===== config.mk =====
export PLATFORM = sky130hd
export DESIGN_NAME = turfbus_phy
export DESIGN_NICKNAME = d
export VERILOG_FILES = /design/src/rtl/turfbus_phy.sv
export SDC_FILE = /design/constraint.sdc
export NUM_CORES = 1
export LEC_CHECK = 0
export ABC_AREA = 1
export CAP_MARGIN = 40
export CORE_ASPECT_RATIO = 1.75
export CORE_MARGIN = 8
export CORE_UTILIZATION = 40
export CTS_CLUSTER_DIAMETER = 80
export DETAILED_ROUTE_END_ITERATION = 7
export GPL_TIMING_DRIVEN = 0
export HOLD_SLACK_MARGIN = 0.03
export SYNTH_ARGS = -nofsm -noshare
export SYNTH_HDL_FRONTEND = slang
export SYNTH_SLANG_ARGS = --single-unit
export TNS_END_PERCENT = 5

===== constraint.sdc =====
create_clock -name clk_i -period 5.5 [get_ports clk_i]
set_input_delay 1.65 -clock clk_i [delete_from_list [all_inputs] [get_ports clk_i]]
set_output_delay 1.65 -clock clk_i [all_outputs]
set_load 0.005 [all_outputs]

===== src/rtl/turfbus_phy.sv =====
// turfbus_phy: SURF-side serial PHY for the TURFbus link.
// Deserializes active-low TREQ request frames (W flag, 20-bit address,
// optional 32-bit write data) into a one-entry command holding register,
// and serializes bridge read data back onto the active-low SREQ line.
// Optional build macro: TURFBUS_PARITY_EN adds an even-parity bit to both
// directions and the perr_o output.
//
// Handshakes: a transfer happens on a rising clk_i edge where valid and ready
// are both high. The command side holds cmd_we_o/cmd_adr_o/cmd_dat_o stable
// while cmd_valid_o is high; the response side captures rsp_dat_i when
// rsp_valid_i is high while rsp_ready_o is high.
module turfbus_phy (
    input  logic        clk_i,
    input  logic        rst_i,
    input  logic        treq_neg_i,
    output logic        sreq_neg_o,
    output logic        cmd_valid_o,
    input  logic        cmd_ready_i,
    output logic        cmd_we_o,
    output logic [19:0] cmd_adr_o,
    output logic [31:0] cmd_dat_o,
    input  logic        rsp_valid_i,
    output logic        rsp_ready_o,
    input  logic [31:0] rsp_dat_i,
`ifdef TURFBUS_PARITY_EN
    output logic        perr_o,
`endif
    output logic        drop_o
);

    typedef enum logic [2:0] {
        RX_ARM,
        RX_IDLE,
        RX_WBIT,
        RX_ADDR,
        RX_DATA
`ifdef TURFBUS_PARITY_EN
        , RX_PAR
`endif
    } rx_state_t;

    typedef enum logic [1:0] {
        TX_IDLE,
        TX_START,
        TX_SHIFT
`ifdef TURFBUS_PARITY_EN
        , TX_TPAR
`endif
    } tx_state_t;

    // Line bit: the request line is active-low.
    logic        line_bit;
    assign line_bit = ~treq_neg_i;

    // Receive deserializer state.
    rx_state_t   rx_q, rx_d;
    logic [5:0]  rcnt_q, rcnt_d;
    logic        we_sr_q, we_sr_d;
    logic [19:0] adr_sr_q, adr_sr_d;
    logic [31:0] dat_sr_q, dat_sr_d;
    logic [31:0] fr_dat;
    logic        frame_done;
`ifdef TURFBUS_PARITY_EN
    logic        frame_bad;
    logic        par_calc;
`endif

    // Command holding register (single skid entry).
    logic        cmd_valid_q, cmd_valid_d;
    logic        cmd_we_q, cmd_we_d;
    logic [19:0] cmd_adr_q, cmd_adr_d;
    logic [31:0] cmd_dat_q, cmd_dat_d;
    logic        drop_q, drop_d;
    logic        cmd_hs, cmd_load;
`ifdef TURFBUS_PARITY_EN
    logic        perr_q, perr_d;
`endif

    // Transmit serializer state.
    tx_state_t   tx_q, tx_d;
    logic [5:0]  tcnt_q, tcnt_d;
    logic [31:0] tsr_q, tsr_d;
    logic        sreq_q, sreq_d;
    logic [4:0]  tidx;

    // Read frames carry no data; force the data field to zero for them.
    assign fr_dat = we_sr_q ? dat_sr_d : 32'h0;
`ifdef TURFBUS_PARITY_EN
    assign par_calc = ^{we_sr_q, adr_sr_q, fr_dat};
`endif

    // Receive FSM: next state, shift registers and frame completion.
    always_comb begin
        rx_d       = rx_q;
        rcnt_d     = rcnt_q;
        we_sr_d    = we_sr_q;
        adr_sr_d   = adr_sr_q;
        dat_sr_d   = dat_sr_q;
        frame_done = 1'b0;
`ifdef TURFBUS_PARITY_EN
        frame_bad  = 1'b0;
`endif
        case (rx_q)
            RX_ARM: begin
                // Wait for one idle bit so a frame cut by reset is not mistaken for a start.
                if (!line_bit) rx_d = RX_IDLE;
            end
            RX_IDLE: begin
                if (line_bit) rx_d = RX_WBIT;
            end
            RX_WBIT: begin
                we_sr_d = line_bit;
                rcnt_d  = 6'd19;
                rx_d    = RX_ADDR;
            end
            RX_ADDR: begin
                adr_sr_d = {adr_sr_q[18:0], line_bit};
                rcnt_d   = rcnt_q - 6'd1;
                if (rcnt_q == 6'd0) begin
                    if (we_sr_q) begin
                        rcnt_d = 6'd31;
                        rx_d   = RX_DATA;
                    end else begin
`ifdef TURFBUS_PARITY_EN
                        rx_d = RX_PAR;
`else
                        rx_d       = RX_IDLE;
                        frame_done = 1'b1;
`endif
                    end
                end
            end
            RX_DATA: begin
                dat_sr_d = {dat_sr_q[30:0], line_bit};
                rcnt_d   = rcnt_q - 6'd1;
                if (rcnt_q == 6'd0) begin
`ifdef TURFBUS_PARITY_EN
                    rx_d = RX_PAR;
`else
                    rx_d       = RX_IDLE;
                    frame_done = 1'b1;
`endif
                end
            end
`ifdef TURFBUS_PARITY_EN
            RX_PAR: begin
                rx_d = RX_IDLE;
                if (par_calc == line_bit) frame_done = 1'b1;
                else                      frame_bad  = 1'b1;
            end
`endif
            default: rx_d = RX_ARM;
        endcase
    end

    // Receive FSM registers.
    always_ff @(posedge clk_i or posedge rst_i) begin
        if (rst_i) begin
            rx_q     <= RX_ARM;
            rcnt_q   <= 6'd0;
            we_sr_q  <= 1'b0;
            adr_sr_q <= 20'h0;
            dat_sr_q <= 32'h0;
        end else begin
            rx_q     <= rx_d;
            rcnt_q   <= rcnt_d;
            we_sr_q  <= we_sr_d;
            adr_sr_q <= adr_sr_d;
            dat_sr_q <= dat_sr_d;
        end
    end

    assign cmd_hs   = cmd_valid_q & cmd_ready_i;
    assign cmd_load = frame_done & (~cmd_valid_q | cmd_ready_i);

    // Holding register: load a completed frame if free (or freeing now), else drop it.
    always_comb begin
        cmd_valid_d = cmd_valid_q;
        cmd_we_d    = cmd_we_q;
        cmd_adr_d   = cmd_adr_q;
        cmd_dat_d   = cmd_dat_q;
        drop_d      = frame_done & ~cmd_load;
`ifdef TURFBUS_PARITY_EN
        perr_d      = frame_bad;
`endif
        if (cmd_hs) cmd_valid_d = 1'b0;
        if (cmd_load) begin
            cmd_valid_d = 1'b1;
            cmd_we_d    = we_sr_q;
            cmd_adr_d   = adr_sr_d;
            cmd_dat_d   = fr_dat;
        end
    end

    // Holding register and status pulse registers.
    always_ff @(posedge clk_i or posedge rst_i) begin
        if (rst_i) begin
            cmd_valid_q <= 1'b0;
            cmd_we_q    <= 1'b0;
            cmd_adr_q   <= 20'h0;
            cmd_dat_q   <= 32'h0;
            drop_q      <= 1'b0;
`ifdef TURFBUS_PARITY_EN
            perr_q      <= 1'b0;
`endif
        end else begin
            cmd_valid_q <= cmd_valid_d;
            cmd_we_q    <= cmd_we_d;
            cmd_adr_q   <= cmd_adr_d;
            cmd_dat_q   <= cmd_dat_d;
            drop_q      <= drop_d;
`ifdef TURFBUS_PARITY_EN
            perr_q      <= perr_d;
`endif
        end
    end

    assign tidx = tcnt_q[4:0] - 5'd1;

    // Transmit FSM: sreq_d is the line level for the cycle after the edge.
    always_comb begin
        tx_d   = tx_q;
        tcnt_d = tcnt_q;
        tsr_d  = tsr_q;
        sreq_d = 1'b1;
        case (tx_q)
            TX_IDLE: begin
                if (rsp_valid_i) begin
                    tsr_d  = rsp_dat_i;
                    tx_d   = TX_START;
                    sreq_d = 1'b0;
                end
            end
            TX_START: begin
                tcnt_d = 6'd31;
                tx_d   = TX_SHIFT;
                sreq_d = ~tsr_q[31];
            end
            TX_SHIFT: begin
                if (tcnt_q == 6'd0) begin
`ifdef TURFBUS_PARITY_EN
                    tx_d   = TX_TPAR;
                    sreq_d = ~(^tsr_q);
`else
                    tx_d   = TX_IDLE;
`endif
                end else begin
                    tcnt_d = tcnt_q - 6'd1;
                    sreq_d = ~tsr_q[tidx];
                end
            end
`ifdef TURFBUS_PARITY_EN
            TX_TPAR: begin
                tx_d = TX_IDLE;
            end
`endif
            default: tx_d = TX_IDLE;
        endcase
    end

    // Transmit FSM registers and registered line driver.
    always_ff @(posedge clk_i or posedge rst_i) begin
        if (rst_i) begin
            tx_q   <= TX_IDLE;
            tcnt_q <= 6'd0;
            tsr_q  <= 32'h0;
            sreq_q <= 1'b1;
        end else begin
            tx_q   <= tx_d;
            tcnt_q <= tcnt_d;
            tsr_q  <= tsr_d;
            sreq_q <= sreq_d;
        end
    end

    assign sreq_neg_o  = sreq_q;
    assign rsp_ready_o = (tx_q == TX_IDLE);
    assign cmd_valid_o = cmd_valid_q;
    assign cmd_we_o    = cmd_we_q;
    assign cmd_adr_o   = cmd_adr_q;
    assign cmd_dat_o   = cmd_dat_q;
    assign drop_o      = drop_q;
`ifdef TURFBUS_PARITY_EN
    assign perr_o      = perr_q;
`endif

endmodule


After elaboration in Yosys (flattened, before gate mapping) --
Cells that the tools add are included.
Word-level totals: register bits after elaboration 158, bits in latches 0, RAM bits 0, memory bits (read-only) 0, memories 0
Operators by class: divide/modulo/power cells 0, muxes and demuxes 28, $mul 0, shift operators 0, reductions and logical operators 11, $add $sub $neg 3, bitwise logic cells 9, equality and inequality tests 13, magnitude comparators 1
Operator list (number):
- two-way mux 32 bit | 2
- two-way mux 20 bit | 1
- two-way mux 6 bit | 3
- case mux 6 bit (3 select lines) | 1
- two-way mux 3 bit | 5
- case mux 3 bit (5 select lines) | 1
- inequality test 2 bit (second input constant) | 7
- logical NOT 6 bit | 2
- case mux 6 bit (2 select lines) | 1
- subtractor 6 x 1 -> 6 bit (second input constant) | 2
- two-way mux 1 bit | 8
- equality test 3 x 2 -> 1 bit (second input constant) | 2
- less-than comparator 5 x 6 -> 1 bit (second input constant) | 1
- case mux 2 bit (3 select lines) | 1
- AND reduction 2 bit | 3
- binary-select mux 1 bit (select 5 bit) | 1
- NOT 1 bit | 5
- subtractor 5 x 1 -> 5 bit (second input constant) | 1
- two-way mux 2 bit | 2
- AND reduction 4 bit | 1
- nonzero test 2 bit | 2
- bitwise AND 1 bit | 3
- equality test 3 x 1 -> 1 bit (second input constant) | 1
- equality test 3 bit (second input constant) | 1
- other kinds (8) | 8

Depth between registers and ports, before layout --
depth after elaboration 6, mapped depth 13, mapped depth without buffers 12

Worst setup path after synthesis --
No wires, ideal clock.
kind input to register, from in cmd_ready_i, to reg cmd_dat_q[0] (netlist: cmd_dat_o[0]), arrival time 2368 ps, cell stages on the path 6, path slack 3067 ps, cells stage by stage nor2_1 nor2_8 inv_4 buf_6 nand2_1 nand2_1
Between the ends: cells in the longest elaborated chain, start to end 2
RTL lines:
- start: declaration | RTL line 18 | input logic cmd_ready_i,
- OR 1 bit | RTL line 174 | assign cmd_load = frame_done & (~cmd_valid_q | cmd_ready_i);
- bitwise AND 1 bit | RTL line 174
- end signal: assignment | RTL line 210 | cmd_dat_q <= cmd_dat_d;
- end: declaration | RTL line 72 | logic [31:0] cmd_dat_q, cmd_dat_d;
No other way between the ends. A chain may end at the register's enable or synchronous reset.

Worst setup path after layout --
from reg tx_q[0], to out rsp_ready_o
Between the ends: cells in the longest elaborated chain, start to end 1
RTL lines:
- start: declaration | RTL line 80 | tx_state_t tx_q, tx_d;
- start signal: assignment | RTL line 269 | tx_q <= tx_d;
- logical NOT 2 bit | RTL line 277 | assign rsp_ready_o = (tx_q == TX_IDLE);
- end: declaration | RTL line 23 | output logic rsp_ready_o,
No other way between the ends.

==> summary.txt <==
register area share after synthesis: 59.25%
Post-CTS Setup Bufs: 0
CP endpoint kind: output pin
CTS tree: done
num rows: 62
ys flop type: dfrtp_1
Final Hold Vio Count: 0
pwr/cell area: 446.7 mW/mm^2
post-synthesis mux area share: 0%
CP Cell Sequence: nor2_1 -> clkdlybuf4s50_1
combinational family with the most area after synthesis: simple AND/OR/NAND/NOR gates
1st-pass router iterations: 4
synthesized-area fraction occupied by adder cells: 0.7498%
worst-case clock buffer depth: 2
grt met1 use: 16.47%
status: finished clean
r2r endpoint: sreq_neg_o
mapped cell area: 0.006675 mm^2
Final TNS setup: 0 ns
worst hold path depth: 2
die area: 0.02124 mm^2
Critical Path AT: 1.50 ns
vias in the first global route: 5476
Syn Inst Count: 779
Synth Area in Compound Gates: 6.898%
Post-Synth XOR/XNOR Area: 0.9185%
RSZ-0062 raised after global routing: no
HP Class: flip-flop to flip-flop
chip height: 186.9 um
startpoint types: flip-flop
critical path class: flip-flop to output pin
Core Box Area: 0.01637 mm^2
number of gates resized after CTS: 0
Vias: 5189
leakage: 4.244 nW
met3 Track Usage GR: 3.556%
HP Start: cmd_we_o
routability cong.: 0.8029
Port Buffers: 93
diode count: 0
Detail Route Antenna Nets: 0
Slew Limit Fails: 0
crit-path max FO: 3
grt ovf: 0
Synth Register Bits: 158
DR vias/cell: 4.588
Reg2Reg Depth: 11
worst flop-to-flop path startpoint: tcnt_q[0]
hold buffer count at CTS: 0
syn_nets: 820
TritonCTS buffer count: 17
CTS root buf: clkbuf_16
wire per inst: 13.64 um
synth unique cells: 31
DR iter-0 viols: 210
clk slew on worst S/H paths: 0.06 ns
Post-DP HPWL: 11.59 mm
gr usage total: 15.60%
H-tree depth: 4
final setup violation count: 0
Synth Area in Simple Gates: 25.00%
largest net degree at the start of global routing: 39
VDD IR-drop max: 264.1 uV
initial antenna violation count: 0
Die X: 113.7 um
fin nets: 936
max_cap viols: 0
share of layout cells above drive strength 1: 7.166%
Worst-Skew Late Latency: 0.43 ns
fmax: 317.7 MHz
fin crit period: 3.148 ns
YS warnings: 0
Worst slew margin: 57.60%
met2 Usage GRT: 28.68%
Boundary Pins: 94
Syn Area/Cell: 8.569 um^2
flop2flop setup slack: 3.02 ns
Post-synth EDFFs: 0
slowest CP cell: clkdlybuf4s50_1
power after layout: 3.841 mW
Remaining DRCs: 0
most frequent cells in the layout: nand2_1, dfrtp_1, clkdlybuf4s50_1
CP max stage delay: 0.53 ns
period utilisation layout: 57.23%
hold endpoint: cmd_we_o
global-route wire length before repair: 26.45 mm
DRT Wirelength: 15.43 mm
worst endpoint required time: 3.85 ns
commonest non-fill, non-tap cell in the layout: nand2_1
Async S/R FF share, synth: 100.0%
Starting Density: 40.78%
Sink Count: 158
grt peak-use layer: met2
Least-Margin Pin Slew: 0.6346 ns
Max Clock Skew: 0.008730 ns
Layout area overhead: 28.81%
==> sequential cells by signal, summed over array words and instances, names as in the netlist <==
| signal | cells |
|---|---|
| rcnt_q | 6 |
| tx_q | 2 |
| tsr_q | 32 |
| adr_sr_q | 20 |
| cmd_valid_o | 1 |
| drop_o | 1 |
| sreq_neg_o | 1 |
| dat_sr_q | 32 |
| cmd_dat_o | 32 |
| tcnt_q | 6 |
| cmd_we_o | 1 |
| rx_q | 3 |
| we_sr_q | 1 |
| cmd_adr_o | 20 |
==> Yosys cell counts, types with 2 or more instances <==
cell type	count	area, um^2
buf_1	3	11.26
nand2_2	2	12.51
inv_2	4	15.01
clkbuf_1	16	60.06
nor3_1	2	10.01
nand2_1	315	1182
buf_6	5	56.30
buf_2	8	40.04
xor2_1	5	43.79
o21ai_0	78	390.4
o211ai_1	3	22.52
ha_1	4	50.05
xnor2_1	2	17.52
dfrtp_1	157	3929
or2_2	2	12.51
nand3_1	63	315.3
buf_4	3	22.52
nor2_1	25	93.84
a21oi_1	2	10.01
inv_1	69	259.0
==> worst max-delay path: cells and delay by family (launching register included) <==
family | cells | cell delay [ns]
AND/OR/NAND/NOR | 1 | 0.15
buffers and inverters | 1 | 0.53
flip-flops | 1 | 0.40
==> where the power goes <==
group          internal [mW]  leakage (nW)  switching, mW
registers               1.41          2.07          0.116
logic                  0.366          1.88          0.698
clock network          0.773         0.292          0.478
==> layout make-up <==
class | count | area, um^2
plain buffers | 36 | 195.2
repair buffers | 97 | 1011
clock buffers | 19 | 442.9
clock inverters | 12 | 185.2
inverters | 75 | 287.8
multi-input cells | 510 | 2241
flip-flops and latches | 158 | 3955
fillers | 1591 | 7770
well taps | 224 | 280.3
==> per-stage QoR <==
step / hold WS [ns] / instance area [um^2] / worst slack [ns] / cells / util (%)
2_1_floorplan: 0.4449 / 6679 / 1.850 / 779 / -
3_3_place_gp: 0.4544 / 7890 / 0.4688 / 1096 / 48.20
3_5_place_dp: 0.4589 / 7970 / 2.267 / 1100 / 48.69
4_1_cts: 0.4748 / 8598 / 2.317 / 1131 / 52.53
5_1_grt: 0.4951 / 8598 / 2.248 / 1131 / 52.53
6_report: 0.4683 / 8598 / 2.352 / 1131 / 52.53
==> worst max path at each step <==
stage / slack (ns) / cells past startpoint / to / startpoint
6_report: 2.35 / 2 / rsp_ready_o / tx_q[0]
5_1_grt: 2.25 / 2 / rsp_ready_o / tx_q[0]
4_1_cts: 2.32 / 2 / rsp_ready_o / tx_q[1]
3_5_place_dp: 2.27 / 6 / tsr_q[1] / rsp_valid_i
3_3_place_gp: 0.47 / 2 / cmd_adr_o[2] / rst_i
2_1_floorplan: 1.85 / 1 / adr_sr_q[0] / rst_i
==> cells by family (layout without fill, tap and decap cells) <==
family | Yosys count | after routing
adder cells (fa/ha/maj) | 4 | 4
AO/OA/AOI/OAI | 87 | 87
buffers and inverters | 111 | 239
AND/OR/NAND/NOR | 412 | 412
flip-flops | 158 | 158
XOR/XNOR | 7 | 7
==> per-layer routing <==
metal	vias up	routed length (um)	share of wire, %
met1	2419	6219	40
met2	90	8381	54
met5	-	0	0
li1	2659	-	-
met4	0	291	1.9
met3	21	534	3.5
Power figures use the tool's default switching activity.
